### src/rtl/sar_comparator_responder.sv
// Comparator, sample/hold and conversion sequencer for the SAR ADC loop.
// Answers SAR trial codes with a registered, offset- and noise-affected decision.
module sar_comparator_responder #(
    parameter int          N_BITS     = 10,
    parameter int          OFFSET     = 0,
    parameter int          NOISE_BITS = 0,
    parameter logic [15:0] LFSR_SEED  = 16'hACE1
) (
    input  logic              clk,
    input  logic              reset,
    input  logic              sample_valid,
    output logic              sample_ready,
    input  logic [N_BITS-1:0] sample_code,
    output logic              conduct_comparison,
    input  logic [N_BITS-1:0] trial_code,
    input  logic              sar_eoc,
    output logic              feedback_value,
    output logic              result_valid,
    input  logic              result_ready,
    output logic [N_BITS-1:0] result_code,
    output logic              result_error
);
    // state     | meaning
    // S_IDLE    | waiting for a sample, sample_ready high
    // S_CONVERT | 2*N_BITS cycles of SAR stepping, two phases per bit
    // S_DONE    | result presented until the consumer takes it

    localparam int W    = N_BITS + 2;
    localparam int PH_W = $clog2(2 * N_BITS);
    localparam int PHB  = PH_W - 1;
    localparam logic [PH_W-1:0]    PH_LAST  = PH_W'(2 * N_BITS - 1);
    localparam logic [PHB-1:0]     BIT_LAST = PHB'(N_BITS - 1);
    localparam logic signed [W-1:0] OFF_W   = W'(OFFSET);

    typedef enum logic [1:0] {S_IDLE, S_CONVERT, S_DONE} state_t;

    state_t                state;
    logic [PH_W-1:0]       phase;
    logic [N_BITS-1:0]     hold;
    logic                  err_flag;
    logic [15:0]           lfsr;
    logic                  lfsr_fb;
    logic signed [W-1:0]   noise;
    logic signed [W-1:0]   lhs;
    logic signed [W-1:0]   rhs;
    logic                  cmp;
    logic                  eoc_bad;

    if (NOISE_BITS == 0) begin : g_quiet
        assign noise = '0;
    end else begin : g_noisy
        assign noise = W'($signed(lfsr[NOISE_BITS-1:0]));
    end

    // x^16 + x^14 + x^13 + x^11 + 1
    assign lfsr_fb = lfsr[15] ^ lfsr[13] ^ lfsr[12] ^ lfsr[10];

    assign lhs = $signed({2'b00, hold}) + OFF_W + noise;
    assign rhs = $signed({2'b00, trial_code});
    assign cmp = (lhs >= rhs);

    // SAR should raise eoc for both phases of the last bit only.
    assign eoc_bad = (state == S_CONVERT) && (sar_eoc != (phase[PH_W-1:1] == BIT_LAST));

    assign conduct_comparison = (state == S_CONVERT);

    always_ff @(posedge clk) begin
        if (reset) begin
            state          <= S_IDLE;
            phase          <= '0;
            hold           <= '0;
            err_flag       <= 1'b0;
            lfsr           <= LFSR_SEED;
            feedback_value <= 1'b0;
            sample_ready   <= 1'b1;
            result_valid   <= 1'b0;
            result_code    <= '0;
            result_error   <= 1'b0;
        end else begin
            lfsr           <= {lfsr[14:0], lfsr_fb};
            feedback_value <= cmp;
            case (state)
                S_IDLE: begin
                    if (sample_valid) begin
                        hold         <= sample_code;
                        err_flag     <= 1'b0;
                        phase        <= '0;
                        sample_ready <= 1'b0;
                        state        <= S_CONVERT;
                    end
                end
                S_CONVERT: begin
                    phase <= phase + 1'b1;
                    if (eoc_bad) begin
                        err_flag <= 1'b1;
                    end
                    if (phase == PH_LAST) begin
                        // LSB is taken from this cycle's comparison, not the registered one.
                        phase        <= '0;
                        result_code  <= {trial_code[N_BITS-1:1], cmp};
                        result_error <= err_flag | eoc_bad;
                        result_valid <= 1'b1;
                        state        <= S_DONE;
                    end
                end
                S_DONE: begin
                    if (result_ready) begin
                        result_valid <= 1'b0;
                        sample_ready <= 1'b1;
                        state        <= S_IDLE;
                    end
                end
                default: state <= S_IDLE;
            endcase
        end
    end

endmodule
### config.mk
export PLATFORM = sky130hd
export DESIGN_NAME = sar_comparator_responder
export DESIGN_NICKNAME = d
export VERILOG_FILES = /design/src/rtl/sar_comparator_responder.sv
export SDC_FILE = /design/constraint.sdc
export NUM_CORES = 1
export LEC_CHECK = 0
export CAP_MARGIN = 20
export CELL_PAD_IN_SITES_DETAIL_PLACEMENT = 0
export CELL_PAD_IN_SITES_GLOBAL_PLACEMENT = 2
export CORE_MARGIN = 2
export CORE_UTILIZATION = 29
export CTS_CLUSTER_SIZE = 20
export DETAILED_ROUTE_END_ITERATION = 7
export GPL_ROUTABILITY_DRIVEN = 1
export PLACE_DENSITY_LB_ADDON = 0.1
export SYNTH_ARGS = -nofsm -noshare
export SYNTH_HDL_FRONTEND = slang
export SYNTH_SLANG_ARGS = --single-unit
### constraint.sdc
create_clock -name clk -period 4.39 [get_ports clk]
set_input_delay 0.878 -clock clk [delete_from_list [all_inputs] [get_ports clk]]
set_output_delay 0.878 -clock clk [all_outputs]
set_load 0.1 [all_outputs]
==> results.md <==
* CP Class: flip-flop to primary output
* Worst Hold Class: flip-flop to flip-flop
* Total number of vias at 1,379
* Hold buffer count at CTS at 0
* VDD IR max at around 0.16 mV
* Worst-Margin Slew at 0.973 ns
* Met2 global-route usage at 0.230
* Synth top cells by count: nand2_1, dfxtp_1, a21oi_1, inv_1
* Layout cells sized above 1 at 0.124
* Clock root cell: clkbuf_8
* Post-CTS Setup Repair Bufs at 0
* RSZ-0062 raised after global routing: false
* Clock share of power at 0.411
* Clock skew at between 0.009 and 0.01 ns
* CP Max Fanout at 8
* Port bufs at 39
* Final net count at 261
* Sink Count at 32
* Synth warn at 0
* CP endpoint kind: primary output
* Setup TNS at 0 ns
* Post-Synthesis Cells at 183
* Sw Share at 0.256
* Logic gate share of total power at 0.141
* Total grt overflow at 0
* Die width at 76.6 um
* Slowest cell on crit path: clkdlybuf4s50_1
* Rows at 26
* Starting DRC count in detailed routing at 30
* Final slew viol count at 0
* Synth cell types at 34
* Syn Nets at 219
* Final hold vios at 0
* Full die area at 0.00587 mm2
* WL/cell at 12.8 um
* Clock Path Buffers at 2
* Largest net degree at the start of global routing at 34
* Switching pwr at 0.000175 W
* First-pass GRT wire length at 6.22 mm
* Max Cap Viol at 0
* CTS HTree Levels at 2
* Pleak at 0.791 nW
* Synth area leaders: dfxtp_1, nand2_1, ha_1, a21oi_1, a21oi_2
* Synth async-reset ratio at 0
* Min Clock Period, post-route at 3.02 ns
* Synth top area share at 0.419
* Antenna-violating nets left at 0
* WP data arrival at between 2 and 2.5 ns
* Register area share after synthesis at 0.419
* Placer's final routability congestion estimate at approximately 0.87
* Post-synthesis cell area at 0.00153 mm2
* Antenna diode count at 0
* Overall global routing resource usage at 0.138
* Synth Area per Inst at 8.36 um2
* WP data required at 3.51 ns
* DPL Wire Length at around 2.7 mm
* WHS at 0.460 ns
* Number of global-route vias before repair at 1,369
* Area of the core at roughly 0.0051 mm2
* Area leader, netlist: dfxtp_1
* Resize count post-CTS at 0
* FILL cells at 526
* Most used routing layer: met2
* Count leader, synth: nand2_1
* Met1 Use GR at 0.154
* Clock buffer count from CTS at 5
* Max Clock Freq at ~330 MHz
* Tcrit/Tclk final at 0.688
* Drc violations at 0
* GR Util met3 at 0.0521
* Internal Pwr Total at 0.000510 W
* Chip height at approximately 77 um
* Routed wire length at 3.79 mm
* CP Launch Type: flip-flop
* PwrDens at 327 mW/mm2
* TritonCTS clock tree: built
* Syn-to-layout area delta at 36.9%
* Post-synth top flop: dfxtp_1
* Max transition margin at 0.349
* Initial Util at 0.300
* Later-pin clock latency in the skew report at 0.29 ns
* Crit-path max cell delay at around 1.1 ns
* Io pins at 40
* Initial antenna violation count at 0
* Post-synth EDFFs at 0
* #FFs+latches synth at 32
* CP cell instances: nand2b_2 -> inv_6 -> clkdlybuf4s50_1
* Seq pwr share at 0.448
* Vias per inst at 4.66
* DRT Pass-1 Iters at 4
* Status: finished, final reports clean
* Setup Viol. Count Final at 0
* Clock-pin slew on the worst setup and hold paths at approximately 0.07 ns
==> sequential cells by signal (all words and copies together) (netlist names) <==
signal	count
result_error	1
hold	10
result_code	10
state	2
result_valid	1
feedback_value	1
err_flag	1
sample_ready	1
phase	5
==> cells by family (layout without fill, tap and decap cells) <==
family / Yosys count / count (layout) / synth area share
buf+inv: 19 / 62 / 0.0589
mux: 1 / 1 / 0.00654
xor+xnor: 1 / 1 / 0.00572
fa+ha+maj: 11 / 11 / 0.0899
compound gates: 43 / 43 / 0.179
flops: 32 / 32 / 0.419
simple gates: 76 / 76 / 0.241
==> cell type report <==
| cell class | count | area [um2] | share of cell area |
|---|---|---|---|
| repair buffers | 41 | 405 | 0.194 |
| clock buffers | 6 | 72.6 | 0.0346 |
| inverters | 13 | 53.8 | 0.0257 |
| flip-flops and latches | 32 | 641 | 0.306 |
| multi-input cells | 132 | 800 | 0.382 |
| clock inverters | 2 | 35.0 | 0.0167 |
| well taps | 70 | 87.6 | 0.0418 |
==> power groups by stage <==
stage | combinational (W) | clock (W) | sequential [W]
2_1_floorplan | 0.0000469 | 0 | 0.000321
3_3_place_gp | 0.0000946 | 0 | 0.000313
3_5_place_dp | 0.0000970 | 0 | 0.000313
4_1_cts | 0.0000975 | 0.000290 | 0.000307
5_1_grt | 0.000106 | 0.000305 | 0.000307
6_report | 0.0000967 | 0.000282 | 0.000307
==> worst max-delay path, delay by kind of cell (launching register included) <==
family | cells | cell delay, ns
buffers and inverters | 2 | 1.25
flip-flops | 1 | 0.34
AND/OR/NAND/NOR | 1 | 0.27
==> placed cells by master (no fill, tap or decap), types with 3 or more instances in the layout <==
master | Yosys | routed
clkdlybuf4s50_1 | 0 | 39
a21oi_2 | 8 | 8
inv_1 | 12 | 12
a211oi_1 | 3 | 3
a21oi_1 | 21 | 21
clkbuf_8 | 0 | 5
nand2_1 | 41 | 41
nand3_1 | 3 | 3
nor2_1 | 11 | 11
o21ai_0 | 4 | 4
nor3_1 | 3 | 3
nand2_2 | 4 | 4
ha_1 | 11 | 11
dfxtp_1 | 32 | 32
==> per-stage QoR <==
stage               std cells  worst slack, ns  instance area (um2)  power (W)   util
global route              296             1.29                 2090   0.000719  0.410
CTS                       296             1.36                 2090   0.000694  0.410
finish                    296             1.37                 2090   0.000685  0.410
detailed placement        288             1.68                 1990   0.000410  0.389
global placement          288             1.69                 1990   0.000408  0.389
floorplan                 183             2.39                 1530   0.000368      -
==> layer usage <==
| metal | share of wire | vias up |
|---|---|---|
| met3 | 0.050 | 11 |
| li1 | - | 701 |
| met5 | 0 | - |
| met2 | 0.51 | 35 |
| met1 | 0.42 | 632 |
| met4 | 0.025 | 0 |
==> final timing paths <==
kind	startpoint	end	slack [ns]	depth (start not counted)
worst max-delay path	state[1]$_SDFFE_PP0P_	conduct_comparison	1.37	3
worst min-delay path	hold[0]$_SDFFE_PP0P_	hold[0]$_SDFFE_PP0P_	0.46	2
worst max register to register	phase[1]$_SDFFE_PP0P_	result_error$_SDFFE_PP0P_	2.81	5
worst min register to register	hold[0]$_SDFFE_PP0P_	hold[0]$_SDFFE_PP0P_	0.46	2
No activity file was read; power rests on OpenSTA's default activity.
